## config.mk

```make
export PLATFORM = sky130hd
export DESIGN_NAME = clint_timer_responder
export DESIGN_NICKNAME = d
export VERILOG_FILES = /design/src/rtl/clint_timer_responder.sv
export SDC_FILE = /design/constraint.sdc
export NUM_CORES = 1
export LEC_CHECK = 0
export BUFFER_PORTS_ARGS = -buffer_cell sky130_fd_sc_hd__buf_4
export CORE_MARGIN = 10
export CORE_UTILIZATION = 58
export DETAILED_ROUTE_END_ITERATION = 10
export PLACE_DENSITY_LB_ADDON = 0.12
export RECOVER_POWER = 50
export SLEW_MARGIN = 40
export SYNTH_ARGS = -nofsm -noshare
export SYNTH_HDL_FRONTEND = slang
export SYNTH_SLANG_ARGS = --single-unit
```

## constraint.sdc

```tcl
create_clock -name clk -period 2.66 [get_ports clk]
set_input_delay 0.133 -clock clk [delete_from_list [all_inputs] [get_ports clk]]
set_output_delay 0.133 -clock clk [all_outputs]
set_load 0.05 [all_outputs]
```

## src/rtl/clint_timer_responder.sv

```systemverilog
// CLINT-style timer/software interrupt source on the data-memory port.
// Holds the 64-bit mtime/mtimecmp pair and MSIP, and answers word accesses with a one-cycle ready pulse.
//
// state | meaning
// IDLE  | waiting for a selected request; the access is performed on the accepting edge
// RESP  | ready pulse is being driven; requests are ignored for this cycle
module clint_timer_responder #(
    parameter int unsigned       XLEN      = 32,
    parameter logic [XLEN-1:0]   BASE_ADDR = 32'h0200_0000,
    parameter int unsigned       PRESCALE  = 1
) (
    input  logic            clk,
    input  logic            rst_n,
    input  logic [XLEN-1:0] bus_addr,
    input  logic            bus_read,
    input  logic            bus_write,
    input  logic [XLEN-1:0] bus_wdata,
    output logic [XLEN-1:0] bus_rdata,
    output logic            bus_ready,
    output logic            timer_irq,
    output logic            sw_irq,
    output logic [63:0]     mtime_out
);

    localparam logic [0:0] IDLE = 1'b0;
    localparam logic [0:0] RESP = 1'b1;

    localparam logic [15:0] OFF_MSIP      = 16'h0000;
    localparam logic [15:0] OFF_MTIMECMP0 = 16'h4000;
    localparam logic [15:0] OFF_MTIMECMP1 = 16'h4004;
    localparam logic [15:0] OFF_MTIME0    = 16'hBFF8;
    localparam logic [15:0] OFF_MTIME1    = 16'hBFFC;

    localparam int unsigned   PW         = (PRESCALE > 1) ? $clog2(PRESCALE) : 1;
    localparam logic [PW-1:0] PRESC_LAST = PW'(PRESCALE - 1);

    logic [0:0]    state;
    logic [63:0]   mtime;
    logic [63:0]   mtimecmp;
    logic          msip;
    logic [PW-1:0] presc_cnt;
    logic          tick;
    logic          sel;
    logic          accept;
    logic          do_write;
    logic [15:0]   offset;
    logic [31:0]   rd_word;
    logic          unused_ok;

    // Byte lanes are not decoded; every access is a full word.
    assign unused_ok = &{1'b0, bus_addr[1:0]};

    assign offset    = {bus_addr[15:2], 2'b00};
    assign sel       = (bus_read | bus_write) && (bus_addr[XLEN-1:16] == BASE_ADDR[XLEN-1:16]);
    assign accept    = (state == IDLE) && sel;
    assign do_write  = accept && bus_write;
    assign tick      = (presc_cnt == PRESC_LAST);
    assign mtime_out = mtime;

    always_comb begin
        rd_word = '0;
        case (offset)
            OFF_MSIP:      rd_word = {31'd0, msip};
            OFF_MTIMECMP0: rd_word = mtimecmp[31:0];
            OFF_MTIMECMP1: rd_word = mtimecmp[63:32];
            OFF_MTIME0:    rd_word = mtime[31:0];
            OFF_MTIME1:    rd_word = mtime[63:32];
            default:       rd_word = '0;
        endcase
    end

    always_ff @(posedge clk or negedge rst_n) begin
        if (!rst_n) begin
            state     <= IDLE;
            bus_ready <= 1'b0;
            bus_rdata <= '0;
        end else begin
            case (state)
                IDLE: begin
                    if (sel) begin
                        state     <= RESP;
                        bus_ready <= 1'b1;
                        bus_rdata <= bus_write ? '0 : XLEN'(rd_word);
                    end
                end
                RESP: begin
                    state     <= IDLE;
                    bus_ready <= 1'b0;
                end
                default: begin
                    state     <= IDLE;
                    bus_ready <= 1'b0;
                end
            endcase
        end
    end

    always_ff @(posedge clk or negedge rst_n) begin
        if (!rst_n) begin
            presc_cnt <= '0;
        end else if (tick) begin
            presc_cnt <= '0;
        end else begin
            presc_cnt <= presc_cnt + 1'b1;
        end
    end

    // A bus write to either half replaces that half and suppresses the tick for this cycle.
    always_ff @(posedge clk or negedge rst_n) begin
        if (!rst_n) begin
            mtime <= '0;
        end else if (do_write && offset == OFF_MTIME0) begin
            mtime <= {mtime[63:32], bus_wdata[31:0]};
        end else if (do_write && offset == OFF_MTIME1) begin
            mtime <= {bus_wdata[31:0], mtime[31:0]};
        end else if (tick) begin
            mtime <= mtime + 64'd1;
        end
    end

    always_ff @(posedge clk or negedge rst_n) begin
        if (!rst_n) begin
            mtimecmp <= '1;
            msip     <= 1'b0;
        end else if (do_write) begin
            case (offset)
                OFF_MSIP:      msip            <= bus_wdata[0];
                OFF_MTIMECMP0: mtimecmp[31:0]  <= bus_wdata[31:0];
                OFF_MTIMECMP1: mtimecmp[63:32] <= bus_wdata[31:0];
                default:       ;
            endcase
        end
    end

    always_ff @(posedge clk or negedge rst_n) begin
        if (!rst_n) begin
            timer_irq <= 1'b0;
            sw_irq    <= 1'b0;
        end else begin
            timer_irq <= (mtime >= mtimecmp);
            sw_irq    <= msip;
        end
    end

endmodule
```

# == Yosys cells after proc, flatten, opt, wreduce, memory -nomap -nowiden ==
# Index checks and enable logic that the tools add are counted.
# Widths: inputs -> output; s select.
# totals
reg_bits,166
in_bits,68
output_inout_bits,99
# op_classes
add_sub_neg,2
n_lt_le_gt_ge,1
eq_ne,9
n_mux,10
bitwise,3
n_reduce_logical,12
# ops
op,count
$pmux 32 s5,1
$mux 64,2
$add 64x1->64 const B,1
$ge 64x64->1,1
$mux 32,2
$eq 14x13->1 const B,2
$eq 14x14->1 const B,2
$eq 16x10->1 const B,1
$logic_not 16->1,1
$reduce_and 2->1,6
$logic_and 1x1->1,5
$ne 2x1->1 const B,2
$ne 2x2->1 const B,2
$pmux 1 s2,2
$mux 1,3
$not 1->1,2
$add 1x1->1 const B,1
$or 1x1->1,1

# == Depth between registers and ports, before layout ==
# logic_depth
depth_word,7
mapped_depth,10
depth_no_buf,9

# == Worst setup path after synthesis ==
# Ideal clock, no wire load.
# synth_timing
path_type,reg2reg
start,"register mtime[1], in the netlist mtime_out[1]"
end,"register mtime[58], in the netlist mtime_out[58]"
setup_ns,0.086
arrival_time_ns,2.464
t_required_ns,2.574
setup_slack_ns,0.110
stages_incl_launch_ff,9
path_buffers,0
synth_period_minus_slack_ns,2.550
path_cell_list,dfrtp_1 ha_1 nand3_2 or3_4 nor4b_4 nand4_1 xnor2_1 nor2_1 nor3_1
# synth_via
elab_chain_cells,3
# synth_lines
item,line_no,source
"start, declared",38,logic [63:0] mtime;
"start signal, assigned",113,"mtime <= {mtime[63:32], bus_wdata[31:0]};"
"start signal, assigned",115,"mtime <= {bus_wdata[31:0], mtime[31:0]};"
"start signal, assigned",117,mtime <= mtime + 64'd1;
$add 64x1->64,117,
$mux 64,116,end else if (tick) begin
$mux 64,114,end else if (do_write && offset == OFF_MTIME1) begin
# Every way passes these cells. The select of a mux whose other input is x is not followed.
# A chain may end at the register's enable or synchronous reset.

# == Worst setup path after layout ==
# layout_timing
start,"register mtime[21], in the netlist mtime_out[21]"
end,"register mtime[63], in the netlist mtime_out[63]"
# The elaborated chain is that of the path after synthesis.

==> metrics.md <==
| Metric | Value |
|---|---|
| GPL Wtd Cong | `0.983` |
| Status | `complete, but fails checks` |
| Largest net degree at the start of global routing | `69` |
| Worst setup path class | `flip-flop to flip-flop` |
| Final wirelength | `36700 µm` |
| CP required | `slightly below 3 ns` |
| Synth area leaders | `dfrtp_1 24%, dfstp_2 16%, mux2_2 8.3%` |
| Mux contribution to synthesized area | `10.2%` |
| # H-tree levels | `4` |
| Comb pwr share | `5.1%` |
| Syn-to-layout area delta | `24.9%` |
| Main combinational cell family by area after synthesis | `simple AND/OR/NAND/NOR gates` |
| Clock buffer depth | `2` |
| Mean Syn Cell Area | `between 9 and 10 µm²` |
| Die W | `154 µm` |
| Rel. slew slack | `-23.7%` |
| Share of power burned in registers | `47.6%` |
| RSZ-0062 raised after global routing | `false` |
| Synth warn | `0` |
| DR vias | `about 10000` |
| Min-delay worst type | `primary input to flip-flop` |
| Die footprint | `23800 µm²` |
| Syn nets | `1290` |
| Crit path buffers/inverters | `1` |
| Total CTS buffers | `17` |
| CP arrival | `2.90 ns` |
| Synthesized flop and latch total | `165` |
| Residual DRC count | `0` |
| Initial antenna violation count | `0` |
| Cell count along the critical path | `7` |
| F_max | `388 MHz` |
| Mapped cell area | `10500 µm²` |
| Synth Area in Compound Gates | `17.2%` |
| Lkg Pwr | `5.65 nW` |
| Failing checks | `max-capacitance violations, max-slew violations` |
| Root buf cell | `clkbuf_16` |
| Register area share after synthesis | `40.2%` |
| CTS tree | `built` |
| # IOs | `167` |
| Total grt overflow | `0` |
| Antenna cell count | `0` |
| Worst reg-to-reg path cell count | `7` |
| Slew Limit Fails | `68` |
| Final worst path period share | `96.9%` |
| Predominant post-synthesis flop cell | `dfrtp_1` |
| Slowest CP cell | `or4_1` |
| Cells after Synth | `~1200` |
| Fin crit period | `2.58 ns` |
| Clock transition at path regs | `0.07 ns` |
| Simple-Gate Fraction of Synth Area | `19.5%` |
| Detailed-router iteration count before antenna repair | `6` |
| ANT nets after route | `0` |
| Final Hold Fails | `0` |
| Nets@finish | `1523` |
| P_sw | `1.32 mW` |
| Clock latency on the worst-skew pair | `0.44 ns` |
| Setup tns final | `0 ns` |
| Maximum Capacitance Violations | `1` |
| First-pass GRT wire length | `57600 µm` |
| CP startpoint kind | `flip-flop` |
| All-Layer GR Usage | `29.9%` |
| Commonest non-fill, non-tap cell in the layout | `buf_4` |
| Clock Power Share | `47.4%` |
| Final Setup Violations | `0` |
| Layout cell share with drive strength beyond 1 | `28.3%` |
| Die Ht | `154 µm` |
| Vias per std cell | `6.32` |
| Placed instance count | `1566` |
| Total core area | `approximately 18000 µm²` |
| Yosys cell types | `74` |
| Initial detailed-routing violation count | `990` |
| Post-Synth Adder-Cell Area | `between 7 and 8%` |
| Worst VDD drop | `533 µV` |
| Clk sinks | `roughly 170` |
| Initial core utilization | `58.7%` |
| Yosys top cell by area | `dfrtp_1` |
| XOR/XNOR Fraction of Synth Area | `less than 1%` |
| Worst stage delay on the critical path | `about 0.65 ns` |
| Power Density | `404 nW/µm²` |
| DP HPWL | `26700 µm` |
| Async set-reset flop share out of synthesis | `100%` |
| Post-synth EDFFs | `0` |
| Internal power | `3.97 mW` |
| Clock Skews | `0.0137 ns` |
| Synth top area share | `between 20% and 30%` |
| Fin cells | `1632` |
| Slew @ Worst Pin | `1.86 ns` |
| Top cell family by delay on the critical path | `simple AND/OR/NAND/NOR gates` |
| CP endpoint kind | `flip-flop` |
| Highest net fanout along the worst path | `7` |
| Sw Ratio | `24.9%` |
| Critical-path cell list | `buf_4, nand3_2, or4_1, nor4b_2, nand2_1, o32ai_1, nor2_1` |
| Vias in the first global route | `10428` |
| Commonest non-fill, non-tap cells in the layout | `181 x buf_4, 131 x nand2_1, 102 x a21oi_1` |
| WHS Path Cells | `3` |
| Input/output buffers | `between 150 and 200` |
| Avg WL per Cell | `roughly 22 µm` |
| Row cnt | `49` |
routing by layer:
layer	GRT usage (%)	wire length, µm	vias to the layer above
li1	-	-	4691
met1	38.7	14900	4977
met2	47.9	17100	558
met3	6.07	3250	89
met4	12.6	1370	0
met5	0	0	-
power by group through the flow:
stage | sequential [mW] | clock [mW] | combinational (mW)
6_report | 2.51 | 2.50 | 0.269
5_1_grt | 2.51 | 2.62 | 0.288
4_1_cts | 2.51 | 2.51 | 0.270
3_5_place_dp | 2.56 | 0 | 0.231
3_3_place_gp | 2.56 | 0 | 0.228
2_1_floorplan | 2.56 | 0 | 0.0479
final timing paths:
kind | from | endpoint | slack [ns]
min in group asynchronous | rst_n | bus_rdata[1] | 0.71
worst min-delay path | bus_write | bus_rdata[0] | 0.09
worst max register to register | mtime_out[21] | mtime_out[63] | 0.08
worst min register to register | msip | sw_irq | 0.42
max in group asynchronous | rst_n | mtime_out[54] | 0.42
worst max-delay path | mtime_out[21] | mtime_out[63] | 0.08
tightest hold or removal path: cells and delay by family:
kind	cells	cell delay, ns
AOI/OAI and AO/OA	1	0.15
and+or+nand+nor	1	0.06
buffers and inverters	1	0.14
metrics by stage:
stage | instance area (µm²) | power [mW] | util [%] | hold slack [ns] | worst slack (ns)
detailed placement | 12300 | 2.79 | 69.1 | 0.190 | 0.0569
CTS | 13200 | 5.29 | 74.2 | 0.0778 | 0.148
floorplan | 10500 | 2.61 | - | -0.163 | 0.110
finish | 13100 | 5.28 | 73.3 | 0.0867 | 0.0823
global placement | 12300 | 2.79 | 69.1 | 0.190 | 0.115
global route | 13100 | 5.42 | 73.3 | 0.0968 | 0.0139
cell usage after synthesis (all sizes together) (3+ instances only):
cell type	n
and2	6
mux2	77
o32ai	11
a21oi	102
a222oi	5
ha	65
a22o	9
mux2i	20
or3	7
nand4	38
dfstp	64
and3	12
inv	78
nor4b	4
a21o	15
o21bai	3
and4	6
nand2b	4
a221oi	3
o21ai	93
o211ai	3
or4	4
nor4	14
nor2	84
buf	17
nor3	32
o21a	4
clkbuf	36
nand2	132
nand3	50
o221a	3
o22ai	21
a211oi	7
dfrtp	101
flip-flops by register name (all words and copies together), names as in the netlist:
register and cells:
state 1, timer_irq 1, mtime_out 64, bus_rdata 32
bus_ready 1, mtimecmp 64, sw_irq 1, msip 1
final cells by class:
class	count	area (µm²)
clock buffers	17	425
clock inverters	15	156
fillers	1421	4770
inverters	78	293
multi-input cells	861	5770
flip-flops and latches	165	4210
well taps	229	287
repair buffers	267	1920
cells by family (layout without fill, tap and decap cells):
logic type,after synthesis,after routing
and+or+nand+nor,399,399
xor gates and xnor gates,2,2
AOI/OAI and AO/OA,298,298
DFF,165,165
buffers and inverters,131,377
adders and majority gates,65,65
muxes,97,97
timing repair:
item	in CTS	in global routing
buffers inserted	0	1
hold buffers	33	0
resized for setup	0	4
endpoints found under the hold margin	121	0
setup endpoints to repair	0	7
(Power assumes the default switching activity.)
